**src/rtl/divider_32b.sv**
```systemverilog
// divider_32b
// -----------
// Multi-cycle 32-bit integer divider for the RV32M datapath (DIV, DIVU,
// REM, REMU). It uses radix-2 restoring division with a fixed latency:
// the accept edge, 32 iteration edges (CALC), then one correction edge (FIX).
// Special cases (divide by zero, signed overflow) still take the full time.
//
// Ports
//   CLK     : rising-edge clock
//   RST     : asynchronous, active-high reset
//   Start   : request a new operation; sampled only while Busy is low
//   Op      : 00=DIV, 01=DIVU, 10=REM, 11=REMU
//   A, B    : dividend and divisor, sampled at the accepting edge only
//   F       : quotient (Op[1]=0) or remainder (Op[1]=1); held until next FIX
//   Busy    : operation in progress
//   Done    : one-cycle pulse marking F valid
//   DivZero : divisor was zero for the last completed operation

module divider_32b #(
   parameter int DATA_LENGTH = 32
) (
   input  logic                   CLK,
   input  logic                   RST,
   input  logic                   Start,
   input  logic [1:0]             Op,
   input  logic [DATA_LENGTH-1:0] A,
   input  logic [DATA_LENGTH-1:0] B,
   output logic [DATA_LENGTH-1:0] F,
   output logic                   Busy,
   output logic                   Done,
   output logic                   DivZero
);

   typedef enum logic [1:0] {
      S_IDLE = 2'd0,
      S_CALC = 2'd1,
      S_FIX  = 2'd2
   } state_t;

   localparam logic [DATA_LENGTH-1:0] MIN_NEG  = {1'b1, {(DATA_LENGTH-1){1'b0}}};
   localparam logic [DATA_LENGTH-1:0] ALL_ONES = {DATA_LENGTH{1'b1}};
   localparam logic [5:0]             LAST_IT  = 6'(DATA_LENGTH - 1);

   state_t                  state_q,   state_d;
   logic [5:0]              cnt_q,     cnt_d;
   logic [1:0]              op_q,      op_d;
   logic [DATA_LENGTH-1:0]  a_q,       a_d;
   logic [DATA_LENGTH-1:0]  bmag_q,    bmag_d;
   logic [DATA_LENGTH-1:0]  rem_q,     rem_d;
   logic [DATA_LENGTH-1:0]  quo_q,     quo_d;
   logic                    qneg_q,    qneg_d;
   logic                    rneg_q,    rneg_d;
   logic                    bzero_q,   bzero_d;
   logic                    ovf_q,     ovf_d;
   logic [DATA_LENGTH-1:0]  f_q,       f_d;
   logic                    busy_q,    busy_d;
   logic                    done_q,    done_d;
   logic                    divzero_q, divzero_d;

   logic                    in_signed;
   logic [DATA_LENGTH-1:0]  a_mag;
   logic [DATA_LENGTH-1:0]  b_mag;
   logic [DATA_LENGTH:0]    shift_in;
   logic [DATA_LENGTH:0]    trial;
   logic [DATA_LENGTH-1:0]  quo_res;
   logic [DATA_LENGTH-1:0]  rem_res;

   // Operand magnitudes at latch time. Signed ops are DIV/REM (Op[0]=0).
   // The magnitude of 0x80000000 is itself, which is correct as unsigned.
   always_comb begin
      in_signed = ~Op[0];
      a_mag     = (in_signed && A[DATA_LENGTH-1]) ? -A : A;
      b_mag     = (in_signed && B[DATA_LENGTH-1]) ? -B : B;
   end

   // One restoring step. The partial remainder is always below |B|, so its
   // 33rd bit is always zero and only the low 32 bits need to be stored; the
   // full 33-bit shifted value is rebuilt here for the trial subtraction.
   always_comb begin
      shift_in = {rem_q, quo_q[DATA_LENGTH-1]};
      trial    = shift_in - {1'b0, bmag_q};
   end

   // Final correction: divide-by-zero first, then signed overflow, then the
   // ordinary sign fix-up of the unsigned quotient and remainder.
   always_comb begin
      if (bzero_q) begin
         quo_res = ALL_ONES;
         rem_res = a_q;
      end else if (ovf_q) begin
         quo_res = MIN_NEG;
         rem_res = '0;
      end else begin
         quo_res = qneg_q ? -quo_q : quo_q;
         rem_res = rneg_q ? -rem_q : rem_q;
      end
   end

   // Next-state logic for the whole divider.
   always_comb begin
      state_d   = state_q;
      cnt_d     = cnt_q;
      op_d      = op_q;
      a_d       = a_q;
      bmag_d    = bmag_q;
      rem_d     = rem_q;
      quo_d     = quo_q;
      qneg_d    = qneg_q;
      rneg_d    = rneg_q;
      bzero_d   = bzero_q;
      ovf_d     = ovf_q;
      f_d       = f_q;
      busy_d    = busy_q;
      done_d    = 1'b0;
      divzero_d = divzero_q;

      case (state_q)
         S_IDLE: begin
            if (Start) begin
               state_d = S_CALC;
               cnt_d   = '0;
               op_d    = Op;
               a_d     = A;
               bmag_d  = b_mag;
               rem_d   = '0;
               quo_d   = a_mag;
               qneg_d  = in_signed & (A[DATA_LENGTH-1] ^ B[DATA_LENGTH-1]);
               rneg_d  = in_signed & A[DATA_LENGTH-1];
               bzero_d = (B == '0);
               ovf_d   = in_signed && (A == MIN_NEG) && (B == ALL_ONES);
               busy_d  = 1'b1;
            end
         end

         S_CALC: begin
            if (!trial[DATA_LENGTH]) begin
               rem_d = trial[DATA_LENGTH-1:0];
               quo_d = {quo_q[DATA_LENGTH-2:0], 1'b1};
            end else begin
               rem_d = shift_in[DATA_LENGTH-1:0];
               quo_d = {quo_q[DATA_LENGTH-2:0], 1'b0};
            end
            cnt_d = cnt_q + 6'd1;
            if (cnt_q == LAST_IT) begin
               state_d = S_FIX;
            end
         end

         S_FIX: begin
            f_d       = op_q[1] ? rem_res : quo_res;
            divzero_d = bzero_q;
            done_d    = 1'b1;
            busy_d    = 1'b0;
            state_d   = S_IDLE;
         end

         default: begin
            state_d = S_IDLE;
            busy_d  = 1'b0;
         end
      endcase
   end

   // State and output registers; reset discards any operation in flight.
   always_ff @(posedge CLK or posedge RST) begin
      if (RST) begin
         state_q   <= S_IDLE;
         cnt_q     <= '0;
         op_q      <= '0;
         a_q       <= '0;
         bmag_q    <= '0;
         rem_q     <= '0;
         quo_q     <= '0;
         qneg_q    <= 1'b0;
         rneg_q    <= 1'b0;
         bzero_q   <= 1'b0;
         ovf_q     <= 1'b0;
         f_q       <= '0;
         busy_q    <= 1'b0;
         done_q    <= 1'b0;
         divzero_q <= 1'b0;
      end else begin
         state_q   <= state_d;
         cnt_q     <= cnt_d;
         op_q      <= op_d;
         a_q       <= a_d;
         bmag_q    <= bmag_d;
         rem_q     <= rem_d;
         quo_q     <= quo_d;
         qneg_q    <= qneg_d;
         rneg_q    <= rneg_d;
         bzero_q   <= bzero_d;
         ovf_q     <= ovf_d;
         f_q       <= f_d;
         busy_q    <= busy_d;
         done_q    <= done_d;
         divzero_q <= divzero_d;
      end
   end

   assign F       = f_q;
   assign Busy    = busy_q;
   assign Done    = done_q;
   assign DivZero = divzero_q;

endmodule

```
**config.mk**
```make
export PLATFORM = sky130hd
export DESIGN_NAME = divider_32b
export DESIGN_NICKNAME = d
export VERILOG_FILES = /design/src/rtl/divider_32b.sv
export SDC_FILE = /design/constraint.sdc
export NUM_CORES = 1
export LEC_CHECK = 0
export CORE_ASPECT_RATIO = 2
export CORE_MARGIN = 2
export CORE_UTILIZATION = 23
export CTS_BUF_LIST = sky130_fd_sc_hd__clkbuf_4
export DETAILED_ROUTE_END_ITERATION = 8
export GPL_TIMING_DRIVEN = 0
export PLACE_DENSITY = 0.38
export SLEW_MARGIN = 20
export SYNTH_ARGS = -nofsm -noshare
export SYNTH_HDL_FRONTEND = slang
export SYNTH_SLANG_ARGS = --single-unit
```
**constraint.sdc**
```tcl
create_clock -name CLK -period 5.8 [get_ports CLK]
set_input_delay 0.58 -clock CLK [delete_from_list [all_inputs] [get_ports CLK]]
set_output_delay 0.58 -clock CLK [all_outputs]
set_load 0.02 [all_outputs]
```
* Yosys cells after proc, flatten, opt, wreduce, memory -nomap -nowiden *
Cells that the tools add are included.

storage, ports and cells
  bits in registers = 177
  output and inout port bits = 35
  input bits = 69

operators by class
  multiplexer cells = 23
  reductions and logical operators = 11
  $add $sub $neg = 6
  bitwise gates (word level) = 5
  equal/unequal tests = 7

operators with widths
  operator                                                                number
  32-bit 2-to-1 mux                                                       12
  32-bit negation                                                         4
  32-bit case mux with 2 select lines                                     2
  32-bit equality test (second input constant)                            2
  33-bit by 32-bit subtractor with 33-bit output                          1
  32-bit logical NOT                                                      1
  6-bit case mux with 2 select lines                                      1
  2-bit AND reduction                                                     4
  6-bit by 1-bit adder with 6-bit output (second input constant)          1
  6-bit by 5-bit equality test with 1-bit output (second input constant)  1
  6-bit 2-to-1 mux                                                        1
  1-bit logical AND                                                       4
  2-bit 2-to-1 mux                                                        2
  2-bit != test (second input constant)                                   2
  2-bit case mux with 2 select lines                                      1
  1-bit 2-to-1 mux                                                        3
  1-bit bitwise AND                                                       2
  2-bit by 1-bit equality test with 1-bit output (second input constant)  1
  2-bit equality test (second input constant)                             1
  2-bit logical NOT                                                       1
  1-bit NOT                                                               2
  1-bit case mux with 2 select lines                                      1
  2-bit nonzero test                                                      1
  1-bit bitwise XOR                                                       1

* Depth between registers and ports, before layout *
  depth after elaboration = 5
  depth in mapped cells = 13
  depth with buffers taken out = 12

* Worst setup path after synthesis *
OpenSTA, ideal clock, no wires.

  path type = register to register
  from = register quo_q[31]
  to = register rem_q[3]
  period minus slack after synthesis = 3.068 ns
  cell stages (with the launch flop) = 13
  slack = 2.732 ns
  arrival = 2.935 ns
  setup time = 0.133 ns
  required time = 5.667 ns
  buffers on the path = 1
  cell sequence = dfrtp_1 -> inv_1 -> ha_1 -> fa_1 -> nand2b_1 -> a21oi_1 -> o2111ai_1 -> a21oi_1 -> a221oi_1 -> xnor2_1 -> clkbuf_1 -> mux2i_1 -> o21ai_0

between the ends
  word-level cells in the longest chain between the ends = 3

ends and longest elaborated chain
  element                                         line  text
  from (decl)                                     50    logic [DATA_LENGTH-1:0] quo_q, quo_d;
  from (signal assigned)                          189   quo_q <= quo_d;
  33-bit by 32-bit subtractor with 33-bit output  81    trial = shift_in - {1'b0, bmag_q};
  32-bit 2-to-1 mux                               136   if (!trial[DATA_LENGTH]) begin
  32-bit case mux with 2 select lines             117   case (state_q)
  to (signal assigned)                            188   rem_q <= rem_d;
  to (decl)                                       49    logic [DATA_LENGTH-1:0] rem_q, rem_d;

No other way between the ends.
A chain may end at the register's enable or synchronous reset.

* Final worst setup path *
Same ends and word-level chain as after synthesis.

==> impl_summary.log <==
[metrics] status: finished clean
[metrics] Avg WL per Cell: 21.8 µm
[metrics] leakage: 0.00547 µW
[metrics] via count: 11000
[metrics] critical path capture point: rem_q[3]$_DFFE_PP0P_
[metrics] number of enable-type register cells in the synthesized netlist: 0
[metrics] data required time of the worst path: 6.33 ns
[metrics] DRC violations left: 0
[metrics] Root Buffer: sky130_fd_sc_hd__clkbuf_4
[metrics] highest ir drop seen on vdd: approximately 0.00016 V
[metrics] wl on met1: 18100 µm
[metrics] number of iterations in the first detailed-routing pass: 5
[metrics] final total negative setup slack: 0 ns
[metrics] CTS tree: done
[metrics] largest net degree at the start of global routing: between 90 and 100
[metrics] total length of routed wires: around 50000 µm
[metrics] Detail Route met3 WL: 1330 µm
[metrics] number of nets produced by synthesis: 1551
[metrics] WP data arrival: 5.03 ns
[metrics] Clock Sink Count: 176
[metrics] top-level port count: between 100 and 150
[metrics] CP Max Fanout: 10
[metrics] final hold violation count: 0
[metrics] most used flip-flop cell after synthesis: sky130_fd_sc_hd__dfrtp_1
[metrics] instance area at placement: approximately 14000 µm²
[metrics] maximum clock skew at final layout: approximately 0.029 ns
[metrics] post-layout instance count excluding filler cells: 2235
[metrics] Post-CTS Setup Inserts: 0
[metrics] worst min path class: in2async
[metrics] reg2reg end: rem_q[3]$_DFFE_PP0P_
[metrics] DRT antenna net count: 0
[metrics] total global routing track utilization: between 10% and 20%
[metrics] detailed placement HPWL: 39000 µm
[metrics] number of distinct standard cells referenced by the synthesized netlist: 58
[metrics] Clock Path Buffers: 2
[metrics] global route total overflow: 0
[metrics] Setup crit end kind: register
[metrics] Period Utilization, post-route: 77.6%
[metrics] fraction of registers with async set or reset after synthesis: 100%
[metrics] normalized max-slew margin: 23.0%
[metrics] die width: 164 µm
[metrics] share of layout cells above drive strength 1: approximately 3.0%
[metrics] Max-cap violations: 0
[metrics] core box area: between 50000 and 60000 µm²
[metrics] height of the chip: 323 µm
[metrics] Critical Path Start Type: register
[metrics] synthesized instance count: between 1000 and 1500
[metrics] number of cells on the worst reg-to-reg path: 12
[metrics] post-route cell area: roughly 14000 µm²
[metrics] Die Outline Area: between 50000 and 60000 µm²
[metrics] via count of the first global-routing pass: around 11000
[metrics] number of placed cells counting well taps: 2202
[metrics] CTS hold repair buffers: 0
[metrics] Final Max Tran Viols: 0
[metrics] Worst Setup SP: quo_q[31]$_DFFE_PP0P_
[metrics] clock insertion delay at the later pin of the skew report: 0.67 ns
[metrics] number of fill cells in the layout: 5633
[metrics] R2R Setup Slk: about 1.3 ns
[metrics] Util after Layout: 27.5%
[metrics] slew at the pin closest to its max-slew limit: 1.14 ns
[metrics] Inserted Clock Buffers: 17
[metrics] initial antenna violation count: 1
[metrics] number of warnings issued by yosys: 0
[metrics] sum of met2 wire segment lengths after detailed routing: 27200 µm
[metrics] sequential-to-total area share from yosys stat: 37.6%
[metrics] flip-flop and latch count after synthesis: 176
[metrics] post-layout net count: 1675
[metrics] starting density of the core: between 20% and 30%
[metrics] f_max: 222 MHz
[metrics] cells resized by post-CTS repair: 0
[metrics] combined area of all synthesized cells: 11700 µm²
[metrics] Worst R2R Start: quo_q[31]$_DFFE_PP0P_
[metrics] Top Layer Used: met4
[metrics] count of port buffers added during placement: 103
[metrics] H-Tree Depth: 4
[metrics] Min Clock Period, post-route: 4.50 ns
[metrics] clock-pin slew reported for the worst setup and hold paths after clock tree synthesis: 0.17 ns
[metrics] count of endpoints failing setup in the final report: 0
[metrics] vias per inst: 4.93
[metrics] # rows: 117
[metrics] Iteration-0 DRC Markers: 539
[metrics] weighted congestion reported at the end of routability-driven placement: 0.823
[metrics] post-synthesis to final-layout area growth: 18.7%
[metrics] PD cells: 464 nW/µm²
[metrics] Syn Area/Cell: 8.12 µm²
[metrics] setup repair after global routing missed its margin: false
[metrics] wire length of the first global-routing pass: ~73000 µm
[metrics] type of the worst setup path: reg2reg
-- logic make-up after synthesis --
family	synth area share [%]
AO/OA/AOI/OAI	23.6
multiplexers	1.38
buffers and inverters	4.56
flip-flops	37.6
XOR/XNOR	11.0
AND/OR/NAND/NOR	17.6
adder cells (fa/ha/maj)	4.23
-- placed cells by master (no fill, tap or decap), types with 38 or more instances in the layout --
master / count
sky130_fd_sc_hd__inv_1: 59
sky130_fd_sc_hd__ha_1: 38
sky130_fd_sc_hd__o21ai_0: 195
sky130_fd_sc_hd__nor2_1: 86
sky130_fd_sc_hd__clkbuf_1: 77
sky130_fd_sc_hd__clkdlybuf4s50_1: 103
sky130_fd_sc_hd__xor2_1: 58
sky130_fd_sc_hd__a21oi_1: 111
sky130_fd_sc_hd__dfrtp_1: 176
sky130_fd_sc_hd__xnor2_1: 88
sky130_fd_sc_hd__nand2_1: 230
-- cells in the mapped netlist (17+ instances only) --
master / number / area share (%)
sky130_fd_sc_hd__nand2b_1: 17 / 0.91
sky130_fd_sc_hd__xnor2_1: 89 / 6.7
sky130_fd_sc_hd__xor2_1: 58 / 4.3
sky130_fd_sc_hd__a22oi_1: 29 / 1.9
sky130_fd_sc_hd__inv_1: 60 / 1.9
sky130_fd_sc_hd__nor2_1: 86 / 2.8
sky130_fd_sc_hd__clkbuf_1: 77 / 2.5
sky130_fd_sc_hd__o22ai_1: 24 / 1.3
sky130_fd_sc_hd__ha_1: 38 / 4.1
sky130_fd_sc_hd__o21ai_0: 195 / 8.3
sky130_fd_sc_hd__nor3_1: 20 / 0.85
sky130_fd_sc_hd__a21oi_1: 111 / 4.7
sky130_fd_sc_hd__dfrtp_1: 176 / 38
sky130_fd_sc_hd__o31ai_1: 23 / 1.5
sky130_fd_sc_hd__nand4_1: 19 / 1.0
sky130_fd_sc_hd__nand2_1: 230 / 7.4
-- registers in the layout, indices dropped and copies added (netlist names) --
signal	cells
F	32
a_q	32
bmag_q	32
quo_q	32
rem_q	32
cnt_q	6
state_q	2
Busy	1
DivZero	1
Done	1
bzero_q	1
op_q	1
ovf_q	1
qneg_q	1
rneg_q	1
-- through the flow --
stage / total power (µW) / hold slack, ns / worst slack [ns]
after floorplan: 4570 / 0.440 / 0.446
after global placement: 5690 / 0.461 / -2.79
after detailed placement: 5740 / 0.463 / 1.24
after CTS: 6520 / 0.384 / 1.19
after global routing: 7060 / 0.409 / 1.00
final: 6460 / 0.385 / 1.30
-- routing by layer --
metal  vias up  track usage [%]
met1      5333             19.4
met4         0             8.25
met2       251             37.3
met5         -                0
met3        84             2.37
li1       5348                -
-- worst min path at each step --
stage	to	slack, ns	depth (start not counted)
2_1_floorplan	a_q[11]$_DFFE_PP0P_	0.44	2
3_3_place_gp	F[16]$_DFFE_PP0P_	0.46	2
3_5_place_dp	a_q[15]$_DFFE_PP0P_	0.46	2
4_1_cts	Busy$_DFFE_PP0P_	0.38	2
5_1_grt	Busy$_DFFE_PP0P_	0.41	2
6_report	Busy$_DFFE_PP0P_	0.38	2
-- final cells by class --
cell class / count / area [µm²] / share of cell area (%)
Multi-Input combinational cell: 1125 / 6790 / 48.8
Sequential cell: 176 / 4400 / 31.7
Timing Repair Buffer: 105 / 1070 / 7.72
Tap cell: 654 / 818 / 5.88
Buffer: 82 / 309 / 2.22
Inverter: 60 / 233 / 1.67
Clock inverter: 14 / 141 / 1.02
Clock buffer: 18 / 135 / 0.972
Antenna cell: 1 / 2.50 / 0.0180
-- worst max-delay path: stages, from the launching register on --
cell and delay, ns:
sky130_fd_sc_hd__dfrtp_1 0.62, sky130_fd_sc_hd__inv_1 0.09, sky130_fd_sc_hd__ha_1 0.22, sky130_fd_sc_hd__fa_1 0.39, sky130_fd_sc_hd__nand2b_1 0.20, sky130_fd_sc_hd__a21oi_1 0.23
sky130_fd_sc_hd__o2111ai_1 0.28, sky130_fd_sc_hd__a21oi_1 0.53, sky130_fd_sc_hd__a221oi_1 0.23, sky130_fd_sc_hd__xnor2_2 0.57, sky130_fd_sc_hd__clkbuf_1 0.61, sky130_fd_sc_hd__mux2i_1 0.26
sky130_fd_sc_hd__o21ai_0 0.09
-- power by group --
group	internal, µW	leakage (µW)	switching (µW)
logic	1470	0.00316	2190
clock network	258	0.000136	504
registers	1590	0.00217	445
total	3320	0.00547	3140
Power figures use the tool's default switching activity.
